==> src/rtl/acc_pkg.sv <==
`default_nettype none
// ============================================================================
// Module      : acc_pkg
// Description : Shared encodings for the accumulator CPU multicycle
//               controller: opcodes, ALU operations, ALU B-source select
//               and the 4-bit controller state encoding.
// Revision    : 1.0 - initial release
// ============================================================================
package acc_pkg;

  // Opcode map (4-bit IR opcode field)
  localparam logic [3:0] OP_ADD  = 4'd0;
  localparam logic [3:0] OP_SUB  = 4'd1;
  localparam logic [3:0] OP_AND  = 4'd2;
  localparam logic [3:0] OP_NOT  = 4'd3;
  localparam logic [3:0] OP_LDA  = 4'd4;
  localparam logic [3:0] OP_STA  = 4'd5;
  localparam logic [3:0] OP_JMP  = 4'd6;
  localparam logic [3:0] OP_JZ   = 4'd7;
  localparam logic [3:0] OP_JNZ  = 4'd8;   // extended set
  localparam logic [3:0] OP_OR   = 4'd9;   // extended set
  localparam logic [3:0] OP_XOR  = 4'd10;  // extended set
  localparam logic [3:0] OP_HALT = 4'd11;  // extended set

  // ALU operation encodings
  localparam logic [2:0] ALU_ADD = 3'b000;
  localparam logic [2:0] ALU_SUB = 3'b001;
  localparam logic [2:0] ALU_AND = 3'b010;
  localparam logic [2:0] ALU_NOT = 3'b011;
  localparam logic [2:0] ALU_OR  = 3'b100;
  localparam logic [2:0] ALU_XOR = 3'b101;

  // ALU B-source select encodings
  localparam logic [1:0] BSRC_MDR = 2'b00;
  localparam logic [1:0] BSRC_ONE = 2'b01;

  // Controller states
  typedef enum logic [3:0] {
    S_IF     = 4'd0,
    S_ID     = 4'd1,
    S_EX_ALU = 4'd2,
    S_EX_LDA = 4'd3,
    S_EX_STA = 4'd4,
    S_EX_JMP = 4'd5,
    S_EX_BR  = 4'd6,
    S_HALT   = 4'd7,
    S_FAULT  = 4'd8
  } state_e;

  // States in which the controller waits on the memory ready handshake
  function automatic logic is_mem_wait(input state_e s);
    return (s == S_IF) || (s == S_ID) || (s == S_EX_STA);
  endfunction

endpackage : acc_pkg
`default_nettype wire

==> src/rtl/mem_wait_timer.sv <==
`default_nettype none
// ============================================================================
// Module      : mem_wait_timer
// Description : Saturating count of consecutive not-ready cycles spent in a
//               memory-wait state. Flags expiry when the count is all-ones
//               and memory is still not ready.
// Ports       : clk_i, rst_i  - clock, synchronous active-high reset
//               active_i      - controller currently in a memory-wait state
//               ready_i       - memory ready handshake
//               expired_o     - wait limit reached this cycle
// Revision    : 1.0 - initial release
// ============================================================================
module mem_wait_timer #(
  parameter int WAIT_W = 4
) (
  input  logic clk_i,
  input  logic rst_i,
  input  logic active_i,
  input  logic ready_i,
  output logic expired_o
);

  localparam logic [WAIT_W-1:0] CNT_MAX = '1;

  logic [WAIT_W-1:0] cnt_q, cnt_d;

  // Holding the count at zero outside wait states means every wait state is
  // entered with a clear counter; wait-to-wait transitions only happen with
  // ready high, which also clears it.
  always_comb begin
    cnt_d = cnt_q;
    if (!active_i || ready_i) begin
      cnt_d = '0;
    end else if (cnt_q != CNT_MAX) begin
      cnt_d = cnt_q + 1'b1;
    end
  end

  always_ff @(posedge clk_i) begin
    if (rst_i) begin
      cnt_q <= '0;
    end else begin
      cnt_q <= cnt_d;
    end
  end

  assign expired_o = active_i && !ready_i && (cnt_q == CNT_MAX);

endmodule : mem_wait_timer
`default_nettype wire

==> src/rtl/acc_ctrl_fsm.sv <==
`default_nettype none
// ============================================================================
// Module      : acc_ctrl_fsm
// Description : Multicycle controller for the accumulator CPU. Fetch/decode/
//               execute sequencing with memory wait states and timeout fault,
//               optional extended opcodes, internal branch resolution and
//               HALT/resume.
// Ports       : clk_i, rst_i          - clock, synchronous active-high reset
//               opcode_i, zero_i      - IR opcode, accumulator-zero flag
//               mem_ready_i, resume_i - memory handshake, leave HALT
//               MemRead_o .. PCwrite_o - datapath / memory strobes & selects
//               halted_o, fault_o     - status
// Revision    : 1.0 - initial release
// ============================================================================
module acc_ctrl_fsm
  import acc_pkg::*;
#(
  parameter int WAIT_W     = 4,
  parameter bit TIMEOUT_EN = 1'b1,
  parameter bit ENABLE_EXT = 1'b1
) (
  input  logic       clk_i,
  input  logic       rst_i,
  input  logic [3:0] opcode_i,
  input  logic       zero_i,
  input  logic       mem_ready_i,
  input  logic       resume_i,
  output logic       MemRead_o,
  output logic       MemWrite_o,
  output logic       IorD_o,
  output logic       ldIR_o,
  output logic       ldMDR_o,
  output logic       ldAcc_o,
  output logic       AccSrc_o,
  output logic       Asrc_o,
  output logic [1:0] Bsrc_o,
  output logic [2:0] ALUop_o,
  output logic       PCsrc_o,
  output logic       PCwrite_o,
  output logic       halted_o,
  output logic       fault_o
);

  state_e     state_q, state_d;
  logic [2:0] alu_q, alu_d;
  logic       sense_q, sense_d;   // 1 = branch on not-zero (JNZ)

  logic       w_expired;
  logic       w_timeout;
  state_e     w_dec_state;
  logic [2:0] w_dec_alu;
  logic       w_dec_sense;

  mem_wait_timer #(.WAIT_W(WAIT_W)) u_wait (
    .clk_i     (clk_i),
    .rst_i     (rst_i),
    .active_i  (is_mem_wait(state_q)),
    .ready_i   (mem_ready_i),
    .expired_o (w_expired)
  );

  assign w_timeout = TIMEOUT_EN && w_expired;

  // Opcode decode, used only when ID completes
  always_comb begin
    w_dec_state = S_FAULT;
    w_dec_alu   = alu_q;
    w_dec_sense = sense_q;
    case (opcode_i)
      OP_ADD: begin w_dec_state = S_EX_ALU; w_dec_alu = ALU_ADD; end
      OP_SUB: begin w_dec_state = S_EX_ALU; w_dec_alu = ALU_SUB; end
      OP_AND: begin w_dec_state = S_EX_ALU; w_dec_alu = ALU_AND; end
      OP_NOT: begin w_dec_state = S_EX_ALU; w_dec_alu = ALU_NOT; end
      OP_LDA: w_dec_state = S_EX_LDA;
      OP_STA: w_dec_state = S_EX_STA;
      OP_JMP: w_dec_state = S_EX_JMP;
      OP_JZ:  begin w_dec_state = S_EX_BR; w_dec_sense = 1'b0; end
      OP_JNZ: if (ENABLE_EXT) begin w_dec_state = S_EX_BR; w_dec_sense = 1'b1; end
      OP_OR:  if (ENABLE_EXT) begin w_dec_state = S_EX_ALU; w_dec_alu = ALU_OR; end
      OP_XOR: if (ENABLE_EXT) begin w_dec_state = S_EX_ALU; w_dec_alu = ALU_XOR; end
      OP_HALT: if (ENABLE_EXT) w_dec_state = S_HALT;
      default: w_dec_state = S_FAULT;
    endcase
  end

  // Next-state logic
  always_comb begin
    state_d = state_q;
    alu_d   = alu_q;
    sense_d = sense_q;
    case (state_q)
      S_IF: begin
        if (mem_ready_i)    state_d = S_ID;
        else if (w_timeout) state_d = S_FAULT;
      end
      S_ID: begin
        if (mem_ready_i) begin
          state_d = w_dec_state;
          alu_d   = w_dec_alu;
          sense_d = w_dec_sense;
        end else if (w_timeout) begin
          state_d = S_FAULT;
        end
      end
      S_EX_STA: begin
        if (mem_ready_i)    state_d = S_IF;
        else if (w_timeout) state_d = S_FAULT;
      end
      S_EX_ALU, S_EX_LDA, S_EX_JMP, S_EX_BR: state_d = S_IF;
      S_HALT:  if (resume_i) state_d = S_IF;
      S_FAULT: state_d = S_FAULT;
      default: state_d = S_FAULT;
    endcase
  end

  always_ff @(posedge clk_i) begin
    if (rst_i) begin
      state_q <= S_IF;
      alu_q   <= 3'b000;
      sense_q <= 1'b0;
    end else begin
      state_q <= state_d;
      alu_q   <= alu_d;
      sense_q <= sense_d;
    end
  end

  // Output decode
  always_comb begin
    MemRead_o  = 1'b0;
    MemWrite_o = 1'b0;
    IorD_o     = 1'b0;
    ldIR_o     = 1'b0;
    ldMDR_o    = 1'b0;
    ldAcc_o    = 1'b0;
    AccSrc_o   = 1'b0;
    Asrc_o     = 1'b0;
    Bsrc_o     = BSRC_MDR;
    ALUop_o    = ALU_ADD;
    PCsrc_o    = 1'b0;
    PCwrite_o  = 1'b0;
    halted_o   = 1'b0;
    fault_o    = 1'b0;
    case (state_q)
      S_IF: begin
        // PC + 1 is computed every fetch cycle but committed only with ready
        MemRead_o = 1'b1;
        Bsrc_o    = BSRC_ONE;
        ldIR_o    = mem_ready_i;
        PCwrite_o = mem_ready_i;
      end
      S_ID: begin
        MemRead_o = 1'b1;
        IorD_o    = 1'b1;
        ldMDR_o   = mem_ready_i;
      end
      S_EX_ALU: begin
        Asrc_o  = 1'b1;
        ALUop_o = alu_q;
        ldAcc_o = 1'b1;
      end
      S_EX_LDA: begin
        ldAcc_o  = 1'b1;
        AccSrc_o = 1'b1;
      end
      S_EX_STA: begin
        MemWrite_o = 1'b1;
        IorD_o     = 1'b1;
      end
      S_EX_JMP: begin
        PCsrc_o   = 1'b1;
        PCwrite_o = 1'b1;
      end
      S_EX_BR: begin
        PCsrc_o   = 1'b1;
        PCwrite_o = sense_q ? ~zero_i : zero_i;
      end
      S_HALT:  halted_o = 1'b1;
      S_FAULT: fault_o  = 1'b1;
      default: fault_o  = 1'b1;
    endcase
  end

endmodule : acc_ctrl_fsm
`default_nettype wire

==> config.mk <==
export PLATFORM = sky130hd
export DESIGN_NAME = acc_ctrl_fsm
export DESIGN_NICKNAME = d
export VERILOG_FILES = /design/src/rtl/acc_pkg.sv /design/src/rtl/mem_wait_timer.sv /design/src/rtl/acc_ctrl_fsm.sv
export SDC_FILE = /design/constraint.sdc
export NUM_CORES = 1
export LEC_CHECK = 0
export ABC_CLOCK_PERIOD_IN_PS = 4300
export CORE_MARGIN = 4
export CORE_UTILIZATION = 30
export CTS_CLUSTER_DIAMETER = 100
export DETAILED_ROUTE_END_ITERATION = 6
export PLACE_DENSITY_LB_ADDON = 0.08
export SYNTH_ARGS = -nofsm -noshare
export SYNTH_HDL_FRONTEND = slang
export SYNTH_SLANG_ARGS = --single-unit
==> constraint.sdc <==
create_clock -name clk_i -period 4.3 [get_ports clk_i]
set_input_delay 0.86 -clock clk_i [delete_from_list [all_inputs] [get_ports clk_i]]
set_output_delay 0.86 -clock clk_i [all_outputs]
set_load 0.005 [all_outputs]
==> results.sh <==
export IMPL_clock_latency_ns=0.28
export IMPL_hold_depth=2
export IMPL_synth_area_top_cells="dfxtp_1 (27%), nor2_1 (6.3%), a21oi_1 (3.9%)"
export IMPL_vias=864
export IMPL_slew_viol_final=0
export IMPL_min_path_type="register to register"
export IMPL_grt_max_degree=19
export IMPL_max_cap_viol_count=0
export IMPL_avgRoutedWirePerCell_um=13.5
export IMPL_r2r_setup_slack_ns=2.55
export IMPL_die_area_mm2=0.00391
export IMPL_tns_ns=0
export IMPL_cts_hold_buf=0
export IMPL_synth_nets=124
export IMPL_synth_edf_count=0
export IMPL_worst_setup_path_end_kind="primary output"
export IMPL_met3_length_um=89
export IMPL_p_total_mw=0.275
export IMPL_synth_seq_cells=12
export IMPL_track_usage_pct=12.1
export IMPL_ctsRootBufferMaster="clkbuf_4"
export IMPL_start_util_pct=31.8
export IMPL_worst_pin_slew_ns=0.576
export IMPL_synth_top_area_share_pct=26.9
export IMPL_utilization_pct=40.8
export IMPL_hpwl_mm=1.68
export IMPL_holdWs_ns=0.510
export IMPL_syn_avg_cell_area_um2=7.83
export IMPL_cts_made_buffers=3
export IMPL_top_layer_used="met4"
export IMPL_post_route_period_util_pct=85.2
export IMPL_drt_pass1_iter_count=4
export IMPL_hold_viol=0
export IMPL_met1Wirelength_mm=1.03
export IMPL_yosysWarnings=0
export IMPL_h_tree_depth=1
export IMPL_io_pins=26
export IMPL_fin_nets=142
export IMPL_cts_sinks=12
export IMPL_cts_resized=0
export IMPL_cts_setup_buffers=0
export IMPL_min_to="alu_q[0]$_SDFFE_PP0P_"
export IMPL_finalSetupViolCount=0
export IMPL_min_from="alu_q[0]$_SDFFE_PP0P_"
export IMPL_syn_cell_area_um2=892
export IMPL_cts_path_max_buffers=2
export IMPL_yosysSeqAreaShare_pct=26.9
export IMPL_finClkSkew_ns=0.0116
export IMPL_critPathKind="input port to primary output"
export IMPL_max_slew_margin_pct=61.5
export IMPL_antenna_found_initial=0
export IMPL_dieHeight_um=62.5
export IMPL_cts_tree="yes"
export IMPL_ff2ff_path_depth=4
export IMPL_reg2reg_to="state_q[0]$_SDFFE_PP0P_"
export IMPL_cp_max_fo=9
export IMPL_ys_async_sr_fraction_pct=0
export IMPL_clkTransAtPathRegs_ns=0.09
export IMPL_yosys_most_used_dff="dfxtp_1"
export IMPL_rows=19
export IMPL_leakagePower_nw=0.389
export IMPL_via_per_inst=5.33
export IMPL_arrival_ns=2.80
export IMPL_setup_worst_path_start_class="input port"
export IMPL_min_period_ns=3.66
export IMPL_drc=0
export IMPL_max_freq_mhz=273
export IMPL_drt_first_iter_violations=18
export IMPL_grt_pass1_wl_mm=3.97
export IMPL_io_buffers=24
export IMPL_postSynthCellCount=114
export IMPL_status="completed"
export IMPL_vdd_drop_max_uv=152
export IMPL_cp_data_required_time_ns=3.44
export IMPL_gr_total_overflow=0
export IMPL_final_antenna_net_count=0
export IMPL_syn_to_final_growth_pct=28.3
export IMPL_wl_mm=2.18
export IMPL_synth_cell_type_count=40
export IMPL_core_area_mm2=0.00281
export IMPL_layout_drive_gt1_share_pct=9.92
export IMPL_rsz0062_at_grt="false"
export IMPL_die_w_um=62.5
export IMPL_diodes=0
export IMPL_r2r_start="state_q[2]$_SDFFE_PP0P_"
export IMPL_cellPowerDensity_mw_per_mm2=240
export IMPL_routabilityCongestion=0.771
export IMPL_first_global_vias=869
export IMPL_dr_wl_met2_mm=1.04
export IMPL_yosys_area_top_type="dfxtp_1"
## report_power, final
part	switching [mW]	leakage (nW)	internal, mW
Clock	0.0392	0.0210	0.0514
Sequential	0.00810	0.0974	0.115
Combinational	0.0282	0.271	0.0331
## cell families after synthesis
group / Yosys count / share of synthesized area [%]
adder cells (fa/ha/maj): 1 / 1.40
XOR/XNOR: 5 / 4.91
AND/OR/NAND/NOR: 58 / 41.8
other: 1 / 0.420
AO/OA/AOI/OAI: 21 / 14.7
flip-flops: 12 / 26.9
multiplexers: 1 / 1.12
buffers and inverters: 15 / 8.70
## through the flow
| stage | cells | cell area [um^2] | setup WS, ns |
|---|---|---|---|
| finish | 162 | 1140 | 0.637 |
| global route | 162 | 1140 | 0.494 |
| CTS | 162 | 1140 | 0.636 |
| detailed placement | 158 | 1110 | 0.633 |
| global placement | 158 | 1110 | 0.668 |
| floorplan | 114 | 892 | 1.85 |
## cell type report
| cell class | count | area [um^2] |
|---|---|---|
| clock buffers | 4 | 36.3 |
| fillers | 301 | 1660 |
| inverters | 4 | 15.0 |
| multi-input cells | 87 | 574 |
| flip-flops and latches | 12 | 240 |
| well taps | 31 | 38.8 |
| repair buffers | 24 | 240 |
## sequential cells by signal, summed over array words and instances, names as in the netlist
register,count
state_q,4
u_wait.cnt_q,4
alu_q,3
sense_q,1
## layout by cell type (no fill, tap or decap), drive strengths merged, types with 2 or more instances in the layout
cell type,synthesis,routed
inv,4,4
xor2,2,2
clkbuf,6,4
o21ai,4,4
nor4,4,4
nor3,10,10
a21oi,7,7
nand2b,4,4
xnor2,3,3
nor2,15,15
nand2,3,3
a31oi,4,4
and2,3,3
nand4b,2,2
dfxtp,12,12
clkdlybuf4s50,0,24
or4,2,2
nand3,4,4
nor3b,4,4
or3b,2,2
## worst max-delay path, cell delays in order
cell,delay (ns)
clkdlybuf4s50_1,0.63
or4b_4,0.56
nor2_1,0.21
clkdlybuf4s50_1,0.54
## worst max path at each step
stage / start / end / slack [ns] / cells past startpoint
CTS: mem_ready_i / ldMDR_o / 0.64 / 4
global placement: mem_ready_i / ldMDR_o / 0.67 / 4
finish: mem_ready_i / ldMDR_o / 0.64 / 4
detailed placement: mem_ready_i / ldMDR_o / 0.63 / 4
floorplan: mem_ready_i / PCwrite_o / 1.85 / 4
global route: mem_ready_i / PCwrite_o / 0.49 / 6
## per-layer routing
| metal | vias to the layer above | global-route usage, % |
|---|---|---|
| met5 | - | 0 |
| met3 | 2 | 3.78 |
| met1 | 405 | 15.0 |
| li1 | 441 | - |
| met4 | 0 | 1.65 |
| met2 | 16 | 20.8 |
## cells in the mapped netlist (2+ instances only)
cell type	n
buf_6	2
or3b_2	2
nand2b_1	4
and2_1	3
nand4b_1	2
xor2_1	2
nand3_1	4
nor3_2	3
buf_2	2
inv_1	4
nor3b_1	4
a31oi_1	4
nor4_1	3
nor2_1	15
a21oi_1	7
o21ai_0	4
nand2_1	3
clkbuf_1	6
dfxtp_1	12
nor3_1	6
xnor2_1	3
Note: power is estimated with default switching activity, not from simulation.
